===== config.mk =====
export PLATFORM = sky130hd
export DESIGN_NAME = apb_master
export DESIGN_NICKNAME = d
export VERILOG_FILES = /design/src/rtl/apb_master.sv
export SDC_FILE = /design/constraint.sdc
export NUM_CORES = 1
export LEC_CHECK = 0
export BUFFER_PORTS_ARGS = -buffer_cell sky130_fd_sc_hd__buf_2
export CAP_MARGIN = 20
export CORE_MARGIN = 5
export CORE_UTILIZATION = 33
export DETAILED_ROUTE_END_ITERATION = 6
export GPL_TIMING_DRIVEN = 0
export PLACE_DENSITY_LB_ADDON = 0.25
export SLEW_MARGIN = 20
export SYNTH_ARGS = -nofsm -noshare
export SYNTH_HDL_FRONTEND = slang
export SYNTH_SLANG_ARGS = --single-unit

===== constraint.sdc =====
create_clock -name PCLK -period 2.4 [get_ports PCLK]
set_input_delay 0.24 -clock PCLK [delete_from_list [all_inputs] [get_ports PCLK]]
set_output_delay 0.24 -clock PCLK [all_outputs]
set_load 0.02 [all_outputs]

===== src/rtl/apb_master.sv =====
// APB requester, one transfer in flight: IDLE -> SETUP -> ACCESS, response pulse 3+ cycles after accept, no rsp backpressure.
// Define APB_MASTER_TIMEOUT_EN to bound ACCESS to TIMEOUT_CYCLES cycles (error response on expiry).
module apb_master #(
  parameter int ADDR_WIDTH     = 64,
  parameter int DATA_WIDTH     = 64,
  parameter int SEL_BIT        = 63,
  parameter int TIMEOUT_CYCLES = 16
) (
  input  logic                  PCLK,
  input  logic                  PRESETn,
  input  logic                  cmd_valid,
  output logic                  cmd_ready,
  input  logic                  cmd_write,
  input  logic [ADDR_WIDTH-1:0] cmd_addr,
  input  logic [DATA_WIDTH-1:0] cmd_wdata,
  output logic                  rsp_valid,
  output logic [DATA_WIDTH-1:0] rsp_rdata,
  output logic                  rsp_err,
  output logic                  PSEL1,
  output logic                  PSEL2,
  output logic                  PENABLE,
  output logic                  PWRITE,
  output logic [ADDR_WIDTH-1:0] PADDR,
  output logic [DATA_WIDTH-1:0] PWDATA,
  input  logic [DATA_WIDTH-1:0] PRDATA,
  input  logic                  PREADY,
  input  logic                  slverr
);

  if (TIMEOUT_CYCLES < 1 || TIMEOUT_CYCLES > 255 || SEL_BIT >= ADDR_WIDTH) begin : g_bad_param
    $error("apb_master: TIMEOUT_CYCLES must be 1..255 and SEL_BIT < ADDR_WIDTH");
  end

  typedef enum logic [1:0] {IDLE, SETUP, ACCESS} state_t;

  state_t                  state_q, state_d;
  logic                    psel1_q, psel1_d;
  logic                    psel2_q, psel2_d;
  logic                    penable_q, penable_d;
  logic                    pwrite_q, pwrite_d;
  logic [ADDR_WIDTH-1:0]   paddr_q, paddr_d;
  logic [DATA_WIDTH-1:0]   pwdata_q, pwdata_d;
  logic                    rsp_valid_q, rsp_valid_d;
  logic [DATA_WIDTH-1:0]   rsp_rdata_q, rsp_rdata_d;
  logic                    rsp_err_q, rsp_err_d;
`ifdef APB_MASTER_TIMEOUT_EN
  logic [7:0]              tmo_cnt_q, tmo_cnt_d;
  logic                    tmo_hit;
`endif

  always_comb begin
    state_d     = state_q;
    psel1_d     = psel1_q;
    psel2_d     = psel2_q;
    penable_d   = penable_q;
    pwrite_d    = pwrite_q;
    paddr_d     = paddr_q;
    pwdata_d    = pwdata_q;
    rsp_valid_d = 1'b0;
    rsp_rdata_d = rsp_rdata_q;
    rsp_err_d   = rsp_err_q;
`ifdef APB_MASTER_TIMEOUT_EN
    tmo_cnt_d   = tmo_cnt_q;
    tmo_hit     = (tmo_cnt_q == 8'(TIMEOUT_CYCLES - 1));
`endif
    case (state_q)
      IDLE: begin
        if (cmd_valid) begin
          paddr_d  = cmd_addr;
          pwdata_d = cmd_wdata;
          pwrite_d = cmd_write;
          psel1_d  = ~cmd_addr[SEL_BIT];
          psel2_d  = cmd_addr[SEL_BIT];
          state_d  = SETUP;
`ifdef APB_MASTER_TIMEOUT_EN
          tmo_cnt_d = 8'd0;
`endif
        end
      end
      SETUP: begin
        penable_d = 1'b1;
        state_d   = ACCESS;
      end
      ACCESS: begin
        // PREADY is checked first so a completion on the last counted cycle beats the timeout.
        if (PREADY) begin
          rsp_valid_d = 1'b1;
          rsp_rdata_d = pwrite_q ? '0 : PRDATA;
          rsp_err_d   = slverr;
        end
`ifdef APB_MASTER_TIMEOUT_EN
        else if (tmo_hit) begin
          rsp_valid_d = 1'b1;
          rsp_rdata_d = '0;
          rsp_err_d   = 1'b1;
        end else begin
          tmo_cnt_d = tmo_cnt_q + 8'd1;
        end
`endif
        if (rsp_valid_d) begin
          state_d   = IDLE;
          psel1_d   = 1'b0;
          psel2_d   = 1'b0;
          penable_d = 1'b0;
        end
      end
      default: state_d = IDLE;
    endcase
  end

  always_ff @(posedge PCLK or negedge PRESETn) begin
    if (!PRESETn) begin
      state_q     <= IDLE;
      psel1_q     <= 1'b0;
      psel2_q     <= 1'b0;
      penable_q   <= 1'b0;
      pwrite_q    <= 1'b0;
      paddr_q     <= '0;
      pwdata_q    <= '0;
      rsp_valid_q <= 1'b0;
      rsp_rdata_q <= '0;
      rsp_err_q   <= 1'b0;
`ifdef APB_MASTER_TIMEOUT_EN
      tmo_cnt_q   <= 8'd0;
`endif
    end else begin
      state_q     <= state_d;
      psel1_q     <= psel1_d;
      psel2_q     <= psel2_d;
      penable_q   <= penable_d;
      pwrite_q    <= pwrite_d;
      paddr_q     <= paddr_d;
      pwdata_q    <= pwdata_d;
      rsp_valid_q <= rsp_valid_d;
      rsp_rdata_q <= rsp_rdata_d;
      rsp_err_q   <= rsp_err_d;
`ifdef APB_MASTER_TIMEOUT_EN
      tmo_cnt_q   <= tmo_cnt_d;
`endif
    end
  end

  assign cmd_ready = (state_q == IDLE);
  assign PSEL1     = psel1_q;
  assign PSEL2     = psel2_q;
  assign PENABLE   = penable_q;
  assign PWRITE    = pwrite_q;
  assign PADDR     = paddr_q;
  assign PWDATA    = pwdata_q;
  assign rsp_valid = rsp_valid_q;
  assign rsp_rdata = rsp_rdata_q;
  assign rsp_err   = rsp_err_q;

endmodule


# [After elaboration in Yosys (flattened, before gate mapping)]
# Index checks and enable logic that the tools add are counted.
[op_classes] n_eq_ne=4 n_mux=13 reduce_logical=8 bitwise_logic=1
[op_table] operator="two-way mux 64 bit" count=1
[op_table] operator="AND reduction 2 bit" count=4
[op_table] operator="two-way mux 1 bit" count=6
[op_table] operator="case mux 1 bit (2 select lines)" count=3
[op_table] operator="case mux 2 bit (3 select lines)" count=1
[op_table] operator="two-way mux 2 bit" count=2
[op_table] operator="!= test 2 bit, second input constant" count=2
[op_table] operator="nonzero test 2 bit" count=2
[op_table] operator="AND reduction 3 bit" count=1
[op_table] operator="== test 2 x 1 -> 1 bit, second input constant" count=1
[op_table] operator="== test 2 bit, second input constant" count=1
[op_table] operator="zero test 2 bit" count=1
[op_table] operator="inverter 1 bit" count=1
[word_totals] in_bits=198 output_inout_bits=199 elab_cells=36 reg_bits=200

# [Logic depth before layout (Yosys ltp)]
[depth] depth_word=4 ltp_mapped=6 ltp_nobuf=3

# [Worst setup path after synthesis]
# Ideal clock, no wire load.
[synth_path] path_kind="register to register" start="reg state_q[1]" end="reg paddr_q[0], in the netlist PADDR[0]" setup_ns=0.127 path_slack_ns=0.867 period_less_slack_ns=1.533 arrival_ns=1.405 path_stages_with_launch=6 n_path_buf=3 required_ns=2.273 path_cell_list="dfrtp_1 -> buf_2 -> nor3b_4 -> buf_4 -> buf_6 -> mux2_1"
[synth_between] elab_chain_len=2
[synth_lines] element="start, declared" line_no="36" source="state_t state_q, state_d;"
[synth_lines] element="start signal, assigned" line_no="127" source="state_q <= state_d;"
[synth_lines] element="zero test 2 bit" line_no="66" source="case (state_q)"
[synth_lines] element="AND reduction 2 bit (no line)"
[synth_lines] element="end signal, assigned" line_no="132" source="paddr_q <= paddr_d;"
[synth_lines] element="end, declared" line_no="41" source="logic [ADDR_WIDTH-1:0] paddr_q, paddr_d;"
# Every way passes these cells.
# A chain may end at the register's enable or synchronous reset.

# [Final worst setup path]
[layout_path] start="reg state_q[1]" end="reg pwdata_q[31], in the netlist PWDATA[31]"
[layout_between] elab_chain_len=2
[layout_lines] element="zero test 2 bit" line_no="66"
[layout_lines] element="AND reduction 2 bit (no line)"
[layout_lines] element="end signal, assigned" line_no="133" source="pwdata_q <= pwdata_d;"
[layout_lines] element="end, declared" line_no="42" source="logic [DATA_WIDTH-1:0] pwdata_q, pwdata_d;"
# Every way passes these cells.

==> impl_metrics.py <==
metrics = {
    "grt": {
        "grt_max_degree": 78,
        "antenna_found_initial": 11,
        "grt_pass1_vias": 6076,
        "track_usage_pct": 16.8,
        "grt_first_pass_wirelength_mm": 34.6,
        "grt-ovfl-total": 0,
    },
    "power_and_ir_drop": {
        "internal-power_mw": 9.18,
        "combPwrFrac_pct": 45.1,
        "pwr-share-clk_pct": 18.3,
        "p_per_area_nw_per_um2": 1430,
        "seq_power_share_pct": 36.7,
        "switching_share_pct": 41.7,
        "power_switching_mw": 6.56,
        "p_leak_nw": 5.50,
        "ir_drop_mv": 0.527,
    },
    "place": {
        "dp_slack_ns": 0.443,
        "dp_hpwl_mm": 17.8,
        "place_congestion": 0.767,
        "placedCellCount": 1295,
        "io_buffers": 396,
    },
    "floorplanning": {
        "num_rows": 56,
        "core_area_um2": 23300,
        "start_util_pct": 33.3,
        "die_w_um": 163,
        "die-height_um": 163,
        "dieArea_um2": 26700,
        "io_pins": 397,
    },
    "setup_path": {
        "cp_num_buf_inv": 3,
        "reg2reg_slack_ns": 0.51,
        "critPathKind": "reg2reg",
        "start_kind": "flip-flop",
        "worst_setup_path_end_kind": "flip-flop",
        "cp.arrival_ns": 2.19,
        "crit_family": "buffers and inverters",
        "cpPeakStageDelay_ns": 0.36,
        "crit_chain": "buf_2 -> nor3b_4 -> buf_4 -> buf_6 -> mux2_1",
        "crit_slowest_cell": "dfrtp_1",
        "path_max_fanout": 10,
        "worst_ep_required_time_ns": 2.70,
    },
    "clock_network": {
        "ctsHoldBuffers": 17,
        "htreeDepth": 4,
        "clock-sinks": 200,
        "cts_max_path_buffers": 2,
        "worstSkewPairLatency_ns": 0.43,
        "numCtsBuffers": 17,
        "post_cts_buffers": 0,
        "cts_tree": "done",
        "cts_resized": 0,
        "clock-root-buffer": "clkbuf_16",
        "path_clk_slew_ns": 0.08,
    },
    "finish": {
        "area_growth_pct": 41.9,
        "ff_latch_area_um2": 5000,
        "final_util_pct": 47.3,
        "finalNetCount": 1214,
        "final_cells": 1351,
        "drive_gt1_share_pct": 48.3,
        "multi_input_area_um2": 2530,
        "fillCellCount": 2255,
    },
    "drt": {
        "postRouteWirelength_mm": 23.1,
        "first_pass_iters": 4,
        "drt_iter0_drc": 241,
        "antenna_left": 0,
        "post_drt_wl_per_cell_um": 17.1,
        "vias_per_cell": 4.38,
        "vias": 5924,
        "drc": 0,
    },
    "timing": {
        "rsz0062_at_grt": "false",
        "finalCritPeriodShare_pct": 78.6,
        "clock_skew_ns": 0.0159,
        "hold_violations": 0,
        "fin_crit_ns": 1.89,
        "worst_slew_pin_slew_ns": 0.522,
        "setup_viol": 0,
        "max_freq_mhz": 530,
        "slew_headroom_pct": 65.2,
        "worst_slack_ns": 0.513,
        "slew_violations": 0,
    },
    "logic_synthesis": {
        "yosys.area.top_type": "dfrtp_1",
        "synth_top_cell_area_share_pct": 64.4,
        "synthTopCellsByArea": "dfrtp_1, mux2_1, mux2_2",
        "syn_area_per_cell_um2": 13.4,
        "yosysUniqueCellTypes": 19,
        "syn_area_um2": 7770,
        "syn_nets": 776,
        "synth_cells": 578,
        "ys_seq_area_share_pct": 64.4,
        "synth-seq-cells": 200,
        "ys_warn_count": 0,
    },
    "min_path": {
        "hp-class": "in2reg",
    },
    "outcome": {
        "status": "complete, no violations",
    },
    "flow_run": {
        "drv_cap": 0,
    },
}
[cell usage after synthesis]
cell	n
dfrtp_1	200
mux2_1	90
o21ai_0	67
nand2_1	66
nand2b_1	64
mux2_2	41
buf_2	15
clkbuf_1	11
buf_6	9
nor2_1	4
a21oi_1	2
inv_1	2
a22oi_1	1
buf_1	1
buf_4	1
nand3b_1	1
nor2b_1	1
nor3b_4	1
nor4b_1	1
[routing by layer]
| layer | wire [um] | up-vias | global-route usage [%] |
|---|---|---|---|
| met2 | 11700 | 223 | 29.2 |
| li1 | - | 2833 | - |
| met4 | 531 | 16 | 5.30 |
| met5 | 101 | - | 0 |
| met3 | 2030 | 48 | 6.46 |
| met1 | 8710 | 2804 | 19.0 |
[layout make-up]
| cell class | count | share of cell area, % |
|---|---|---|
| Inverter | 2 | 0.0681 |
| Buffer | 37 | 2.08 |
| Tap cell | 319 | 3.62 |
| Sequential cell | 200 | 45.4 |
| Clock buffer | 18 | 3.98 |
| Clock inverter | 14 | 1.38 |
| Multi-Input combinational cell | 339 | 23.0 |
| Timing Repair Buffer | 419 | 20.5 |
| Antenna cell | 3 | 0.0681 |
[flip-flops by register name, summed over array words and instances, names as in the netlist, 2 cells and up]
| register | cells |
|---|---|
| PADDR | 64 |
| PWDATA | 64 |
| rsp_rdata | 64 |
| state_q | 2 |
[kinds of logic (layout without fill, tap and decap cells)]
kind of cell	Yosys count	after routing	share of synthesized area, %
DFF	200	200	64.4
and+or+nand+nor	138	138	9.06
muxes	131	131	19.0
AOI/OAI and AO/OA	70	70	4.54
buffers and inverters	39	490	3.04
other	0	3	0
[through the flow]
step	area (um2)	total power, mW	hold WS, ns	TNS [ns]
after floorplan	7770	10.2	-0.0556	0
after global placement	10200	12.9	0.456	-482.25
after detailed placement	10200	13.1	0.198	0
after global routing	11000	16.8	0.00112	0
final	11000	15.7	0.0194	0
after CTS	11000	16.0	0.000928	0
[final timing paths]
check	start	endpoint	depth (start not counted)
max reg2reg	state_q[1]$_DFFE_PN0P_	PWDATA[31]$_DFFE_PN0P_	5
max	state_q[1]$_DFFE_PN0P_	PWDATA[31]$_DFFE_PN0P_	5
min in group asynchronous	PRESETn	PADDR[17]$_DFFE_PN0P_	2
min	cmd_wdata[28]	PWDATA[28]$_DFFE_PN0P_	2
max in group asynchronous	PRESETn	rsp_rdata[4]$_DFFE_PN0P_	3
min reg2reg	rsp_rdata[55]$_DFFE_PN0P_	rsp_rdata[55]$_DFFE_PN0P_	2
[cell usage in the layout (no fill, tap or decap), types with 5 or more instances in the layout]
cell type / netlist / final
clkbuf_16: 0 / 17
o21ai_0: 67 / 67
buf_2: 15 / 410
mux2_1: 90 / 90
dlygate4sd3_1: 0 / 21
mux2_2: 41 / 41
buf_6: 9 / 9
inv_8: 0 / 5
clkbuf_1: 11 / 11
nand2b_1: 64 / 64
dfrtp_1: 200 / 200
nand2_1: 66 / 66
[power groups by stage]
stage	clock [mW]	combinational [mW]	sequential, mW
finish	2.88	7.09	5.77
global route	3.12	7.67	6.01
CTS	2.98	7.24	5.78
detailed placement	0	7.22	5.84
global placement	0	7.14	5.79
floorplan	0	2.26	7.98
Power figures use the tool's default switching activity.
